<file path="src/rtl/mmio_intc_timer.sv">
// Memory-mapped interrupt controller with a compare-match timer on line 5.
// Sits on the CPU data bus next to data RAM; the top level selects rdData with selHit.
module mmio_intc_timer #(
  parameter logic [31:0] BASE_ADDR   = 32'h0000_FF00,
  parameter int          SYNC_STAGES = 2
) (
  input  logic        clk,
  input  logic        rst,
  input  logic        memCe,
  input  logic        memWr,
  input  logic [31:0] memAddr,
  input  logic [31:0] wtData,
  output logic [31:0] rdData,
  output logic        selHit,
  input  logic [4:0]  irqSrc,
  input  logic        intimer,
  output logic [5:0]  intr
);

  // Bus handshake: memCe is the only qualifier and there is no ready; every
  // access completes in the cycle it is presented (zero wait states).
  localparam logic [5:0] OFF_PEND = 6'h00;
  localparam logic [5:0] OFF_MASK = 6'h01;
  localparam logic [5:0] OFF_CNT  = 6'h02;
  localparam logic [5:0] OFF_CMP  = 6'h03;
  localparam logic [5:0] OFF_CTRL = 6'h04;
  localparam logic [5:0] OFF_RAW  = 6'h05;

  logic [4:0]  sync_q [SYNC_STAGES];
  logic [4:0]  prev_q;
  logic [5:0]  pend_q, pend_d;
  logic [5:0]  mask_q, mask_d;
  logic [31:0] cnt_q, cnt_d;
  logic [31:0] cmp_q, cmp_d;
  logic        en_q, en_d;
  logic        ar_q, ar_d;

  logic [5:0]  w1c;
  logic [5:0]  pend_set;
  logic [4:0]  src_edge;
  logic [4:0]  raw_lvl;
  logic        match;
  logic        wr_hit;
  logic [5:0]  word_off;
  logic        unused_addr_lsbs;

  assign unused_addr_lsbs = ^memAddr[1:0];
  assign word_off = memAddr[7:2];
  assign selHit   = memCe && (memAddr[31:8] == BASE_ADDR[31:8]);
  assign wr_hit   = selHit && memWr;
  assign raw_lvl  = sync_q[SYNC_STAGES-1];
  assign src_edge = raw_lvl & ~prev_q;
  assign match    = en_q && (cnt_q == cmp_q);

  always_ff @(posedge clk) begin
    if (rst) begin
      for (int i = 0; i < SYNC_STAGES; i++) sync_q[i] <= '0;
      prev_q <= '0;
      pend_q <= '0;
      mask_q <= '0;
      cnt_q  <= '0;
      cmp_q  <= 32'hFFFF_FFFF;
      en_q   <= 1'b0;
      ar_q   <= 1'b0;
    end else begin
      sync_q[0] <= irqSrc;
      for (int i = 1; i < SYNC_STAGES; i++) sync_q[i] <= sync_q[i-1];
      prev_q <= raw_lvl;
      pend_q <= pend_d;
      mask_q <= mask_d;
      cnt_q  <= cnt_d;
      cmp_q  <= cmp_d;
      en_q   <= en_d;
      ar_q   <= ar_d;
    end
  end

  always_comb begin
    mask_d   = mask_q;
    cnt_d    = cnt_q;
    cmp_d    = cmp_q;
    en_d     = en_q;
    ar_d     = ar_q;
    w1c      = '0;
    pend_set = {match, src_edge};

    if (en_q) begin
      if (match) begin
        if (ar_q) cnt_d = '0;
        else      en_d  = 1'b0;
      end else begin
        cnt_d = cnt_q + 32'd1;
      end
    end

    // Bus writes come last so they override timer updates; the match itself
    // was already decided from the old CMP/CTRL.
    if (wr_hit) begin
      case (word_off)
        OFF_PEND: w1c         = wtData[5:0];
        OFF_MASK: mask_d      = wtData[5:0];
        OFF_CNT:  cnt_d       = wtData;
        OFF_CMP:  cmp_d       = wtData;
        OFF_CTRL: {ar_d, en_d} = wtData[1:0];
        default: ;
      endcase
    end

    pend_d = (pend_q & ~w1c) | pend_set;
  end

  always_comb begin
    rdData = '0;
    if (selHit && !memWr) begin
      case (word_off)
        OFF_PEND: rdData = {26'b0, pend_q};
        OFF_MASK: rdData = {26'b0, mask_q};
        OFF_CNT:  rdData = cnt_q;
        OFF_CMP:  rdData = cmp_q;
        OFF_CTRL: rdData = {30'b0, ar_q, en_q};
        OFF_RAW:  rdData = {27'b0, raw_lvl};
        default:  rdData = '0;
      endcase
    end
  end

  assign intr = {(pend_q[5] & mask_q[5]) | intimer, pend_q[4:0] & mask_q[4:0]};

endmodule

</file>
<file path="config.mk">
export PLATFORM = sky130hd
export DESIGN_NAME = mmio_intc_timer
export DESIGN_NICKNAME = d
export VERILOG_FILES = /design/src/rtl/mmio_intc_timer.sv
export SDC_FILE = /design/constraint.sdc
export NUM_CORES = 1
export LEC_CHECK = 0
export BUFFER_PORTS_ARGS = -buffer_cell sky130_fd_sc_hd__buf_2
export CORE_UTILIZATION = 40
export CTS_BUF_LIST = sky130_fd_sc_hd__clkbuf_16
export CTS_CLUSTER_SIZE = 20
export DETAILED_ROUTE_END_ITERATION = 10
export SKIP_CTS_REPAIR_TIMING = 1
export SLEW_MARGIN = 20
export SYNTH_ARGS = -nofsm -noshare
export SYNTH_HDL_FRONTEND = slang
export SYNTH_SLANG_ARGS = --single-unit
</file>
<file path="constraint.sdc">
create_clock -name clk -period 2.7 [get_ports clk]
set_input_delay 0.135 -clock clk [delete_from_list [all_inputs] [get_ports clk]]
set_output_delay 0.135 -clock clk [all_outputs]
set_load 0.005 [all_outputs]
</file>
After elaboration in Yosys (flattened, before gate mapping)
Memories as Yosys holds them, arrays and structs flattened.
Cells that the tools add are included.
{"block": "op_classes", "order_cmp": 0, "addsub": 1, "n_reduce_logical": 9, "n_div": 0, "n_shift": 0, "mul": 0, "bitwise": 10, "n_eq_ne": 7, "n_mux": 19}
{"cell": "$mux W32", "n": 6}
{"cell": "$pmux W32 S6", "n": 1}
{"cell": "$add A32 B1 Y32 const B", "n": 1}
{"cell": "$eq A32 B32 Y1", "n": 1}
{"cell": "$eq A24 B8 Y1 const B", "n": 1}
{"cell": "$eq A6 B2 Y1 const B", "n": 2}
{"cell": "$eq A6 B3 Y1 const B", "n": 2}
{"cell": "$mux W6", "n": 2}
{"cell": "$and A5 B5 Y5", "n": 2}
{"cell": "$mux W5", "n": 2}
{"cell": "$mux W1", "n": 8}
{"cell": "$and A6 B6 Y6", "n": 1}
{"cell": "$eq A6 B1 Y1 const B", "n": 1}
{"cell": "$logic_not A6 Y1", "n": 1}
{"cell": "$not A6 Y6", "n": 1}
{"cell": "$or A6 B6 Y6", "n": 1}
{"cell": "$reduce_and A2 Y1", "n": 3}
{"cell": "$not A5 Y5", "n": 1}
{"cell": "$logic_and A1 B1 Y1", "n": 4}
{"cell": "$or A1 B1 Y1", "n": 3}
{"cell": "$and A1 B1 Y1", "n": 1}
{"cell": "$logic_not A1 Y1", "n": 1}
{"block": "totals", "ram_bits": 10, "inputBits": 74, "out_inout_bits": 39, "n_memories": 1, "ff_bits": 83, "romBits": 0, "latchBits": 0, "word_cells": 54}
{"memory": "sync_q", "depth": 2, "width": 5, "read_ports": 2, "rd_ports_with_merged_regs": 0, "wr": 2, "line_no": "29", "source": "logic [4:0] sync_q [SYNC_STAGES];"}

Depth between registers and ports, before layout
{"block": "depth", "ltp_word": 7, "mapped_depth": 10, "mapped_depth_nobuf": 8}

Worst setup path before layout
OpenSTA, ideal clock, no wires.
{"block": "synth_path", "path_kind": "reg2reg", "start": "register cnt_q[3]", "end": "register cnt_q[26]", "t_required_ps": 2568, "setup_time_ps": 132, "path_buffers": 3, "arrival_ps": 1952, "period_less_slack_ps": 2084, "setup_slack_ps": 616, "stages_incl_launch_ff": 11, "cell_sequence": "dfxtp_1 buf_2 xor2_1 nor4_1 nand4_1 nor4b_4 buf_6 buf_2 nor2_1 a211oi_1 nor3_1"}
{"block": "synth_between", "elab_chain_cells": 6, "elab_cells_between_ends": 7, "cone_classes": "1 x add/sub; 1 x eq/ne; 4 x mux; 1 x reduce/logical"}
{"element": "start, declared", "line_no": "33", "source": "logic [31:0] cnt_q, cnt_d;"}
{"element": "start signal, assigned", "line_no": "71", "source": "cnt_q <= cnt_d;"}
{"element": "parallel branches: the longest is 2 deep, another holds $add A32 B1 Y32"}
{"element": "$mux W32 (*)", "line_no": "88", "source": "if (match) begin"}
{"element": "$mux W32 (*)", "line_no": "87", "source": "if (en_q) begin"}
{"element": "$mux W32", "line_no": "99", "source": "case (word_off)"}
{"element": "$mux W32 (*)", "line_no": "98", "source": "if (wr_hit) begin"}
Every way passes the cells marked *.
A chain may end at the register's enable or synchronous reset.

Final worst setup path
{"block": "layout_path", "start": "register cnt_q[27]", "end": "register cnt_q[22]"}
{"block": "layout_between", "elab_chain_cells": 6}
{"element": "$eq A32 B32 Y1 (*)", "line_no": "53", "source": "assign match = en_q && (cnt_q == cmp_q);"}
{"element": "$logic_and A1 B1 Y1 (*)", "line_no": "53"}
{"element": "$mux W32 (*)", "line_no": "88"}
{"element": "$mux W32 (*)", "line_no": "87"}
{"element": "$mux W32", "line_no": "99"}
{"element": "$mux W32 (*)", "line_no": "98"}
Every way passes the cells marked *; elsewhere a longest branch is shown, timed or not.

==> impl_metrics.ini <==
[setup_path]
worst_path_most_repeated_cell = buf_4
cp.arrival_ps = 2760
startpoint_type = flip-flop
path_class = flip-flop to flip-flop
end_kind = flip-flop
path_cells = xor2_1, nor4_1, buf_4, nand4_1, nor4b_4, buf_4, and2_1, a21oi_1, a211oi_1
max_stage_delay_ps = 370
cp.required_ps = 2970
slowest_stage = dfxtp_1
worstPathMaxFanout = 10

[synth]
synth_ff_type = dfxtp_1
synth-adder-area-share_pct = 0.218
yosysWarnings = 0
synth_area_leader_cell = dfxtp_1
synth_most_common_cell = dfxtp_1
syn-num-nets = 782
yosys.area_share.xor_xnor_pct = 5.35
ys_ff_latch = 93
netlist_area_um2 = 5730
yosys.area_share.simple_pct = 29.0
synth_enable_flop_cells = 0
synth_cells = 707
yosysSeqAreaShare_pct = 32.5
synth_compound_area_share_pct = 17.3
synth_area_leaders = dfxtp_1, mux2i_1, nor2b_1
synth.avg_cell_area_um2 = 8.11
synthMuxAreaShare_pct = 9.21
synth_common_cells = dfxtp_1, nor2_1, nor2b_1
ys_async_sr_fraction_pct = 0
ys_types = 59
synth_top_family_by_area = simple AND/OR/NAND/NOR gates
yosysTopAreaCellShare_pct = 32.5

[pwr]
power.leakage_uw = 0.00275
ir_drop_v = 0.000388
pwr-share-comb_pct = 11.3
p_int_uw = 2260
switching_share_pct = 28.5
pwr-share-seq_pct = 46.8
pwr-share-clk_pct = 41.9
p_sw_uw = 902
power_uw = 3160
p_per_area_nw_per_um2 = 454

[cells_and_area]
multi_input_area_um2 = 3500
layout-drive-gt1-share_pct = 21.5
synthToLayoutAreaGrowth_pct = 21.5
fin_area_um2 = 6960
instances_no_fill = 1005
seqCellArea_um2 = 1860
final_nets = 895
fin_util_pct = 50.0
n_antenna_cell = 0
fillers = 1364

[drt]
vias_per_cell = 5.53
firstDrtPassIters = 4
ant_nets = 0
route.final.wire_length_mm = 16.4
drc = 0
post_drt_wl_per_cell_um = 16.3
drtIter0Drc = 312
num_vias = 5559

[clock_network]
cts_tree = done
cts_buffers = 9
cts_sinks = 93
clockRootBuffer = clkbuf_16
clk_latency_ps = 370
path_clk_slew_ps = 80
htreeDepth = 3
clock_path_buffers = 2

[place]
port_buffers = 110
gp_congestion = 0.948
dp_cells = 971
post-dp-hpwl_mm = 11.9
dpl-instance-area_um2 = 6470

[run_status]
violations = hold timing
status = finished, violations left

[grt]
grt_max_degree = 48
overflow = 0
antenna_found_initial = 0
grt_pass1_wl_mm = 26.3
grt_usage_pct = 22.9
grt_pass1_vias = 5162

[timing]
hold_violations = 5
clock.fmax_ghz = 0.401
setup_violations = 0
setup_tns_ps = 0
drv_slew = 0
timing.final.crit_share_pct = 92.3
hold_ws_ps = -25.9
rsz0062_at_grt = false
maxSlewHeadroom_pct = 66.8
worst_slew_pin_slew_ps = 497
clock_skew_ps = 9.58
finalCriticalPeriod_ps = 2490

[hold_path]
hold_path_class = input pin to flip-flop

[run]
maxCapViolations = 0

[die]
num_rows = 43
start_util_pct = 41.1
ioPinCount = 113
die_w_um = 122
die_h_um = 122
core_area_um2 = 13900
die_area_um2 = 14800
[per-stage QoR]
step           worst slack [ps]  hold slack [ps]
2_1_floorplan               616              253
3_3_place_gp                264              347
3_5_place_dp                270              348
4_1_cts                     241            -42.9
5_1_grt                    30.2            0.973
6_report                    207            -25.9
[placed cells by master (no fill, tap or decap), types with 6 or more instances in the layout]
| cell type | synthesis | final |
|---|---|---|
| nor2_1 | 82 | 82 |
| xor2_1 | 29 | 29 |
| nor2b_1 | 58 | 58 |
| and2_1 | 7 | 7 |
| dlygate4sd3_1 | 0 | 18 |
| nand2_1 | 39 | 39 |
| mux2_2 | 6 | 6 |
| nand3_1 | 13 | 13 |
| a211o_1 | 32 | 32 |
| nand2b_1 | 7 | 7 |
| a21oi_1 | 32 | 32 |
| o21ai_0 | 29 | 29 |
| mux2i_1 | 46 | 46 |
| dfxtp_1 | 93 | 93 |
| a31oi_1 | 10 | 10 |
| buf_2 | 14 | 110 |
| clkbuf_16 | 0 | 9 |
| buf_4 | 2 | 29 |
| a211oi_1 | 12 | 12 |
| xnor2_1 | 6 | 6 |
| inv_1 | 15 | 15 |
| and4_1 | 6 | 6 |
| nor4_1 | 16 | 16 |
| nor3_1 | 31 | 31 |
| nand4_1 | 17 | 17 |
[final cells by class]
type / count / share of cell area, %
Clock buffer: 9 / 3.23
Clock inverter: 7 / 1.20
Inverter: 15 / 0.809
Multi-Input combinational cell: 541 / 50.3
Sequential cell: 93 / 26.7
Tap cell: 180 / 3.23
Timing Repair Buffer: 160 / 14.5
[sequential cells by signal (all words and copies together) (netlist names)]
register / cells
ar_q: 1
sync_q: 10
pend_q: 6
prev_q: 5
cnt_q: 32
en_q: 1
mask_q: 6
cmp_q: 32
[metal layers]
metal  GRT usage [%]  routed length, um
met1            30.7               7770
met4            8.33                402
met3            5.71                948
met5               0                  0
met2            35.3               7280
[kinds of logic (layout without fill, tap and decap cells)]
kind of cell    after synthesis  in the layout
fa+ha+maj                     1              1
mux                          52             52
buf+inv                      73            191
compound gates              147            147
simple gates                306            306
xor+xnor                     35             35
flops                        93             93
[path summary, 6_finish.rpt]
check,slack (ps),from,end,cells past startpoint
min reg2reg,440,sync_q[0][0]$_SDFF_PP0_,sync_q[0][5]$_SDFF_PP0_,1
max reg2reg,210,cnt_q[27]$_SDFF_PP0_,cnt_q[22]$_SDFF_PP0_,9
min,-30,irqSrc[3],sync_q[0][3]$_SDFF_PP0_,2
max,210,cnt_q[27]$_SDFF_PP0_,cnt_q[22]$_SDFF_PP0_,9
[critical path: cells and delay by family (launching register included)]
kind / cells / cell delay [ps]
AND/OR/NAND/NOR: 4 / 1070
buffers and inverters: 2 / 420
flip-flops: 1 / 370
AO/OA/AOI/OAI: 2 / 370
XOR/XNOR: 1 / 160
[power groups by stage]
stage / Combinational (uW) / Clock [uW] / Sequential [uW]
floorplan: 238 / 0 / 1480
global placement: 330 / 0 / 1510
detailed placement: 336 / 0 / 1510
CTS: 338 / 1360 / 1480
global route: 397 / 1410 / 1490
finish: 358 / 1320 / 1480
Note: power is estimated with default switching activity, not from simulation.
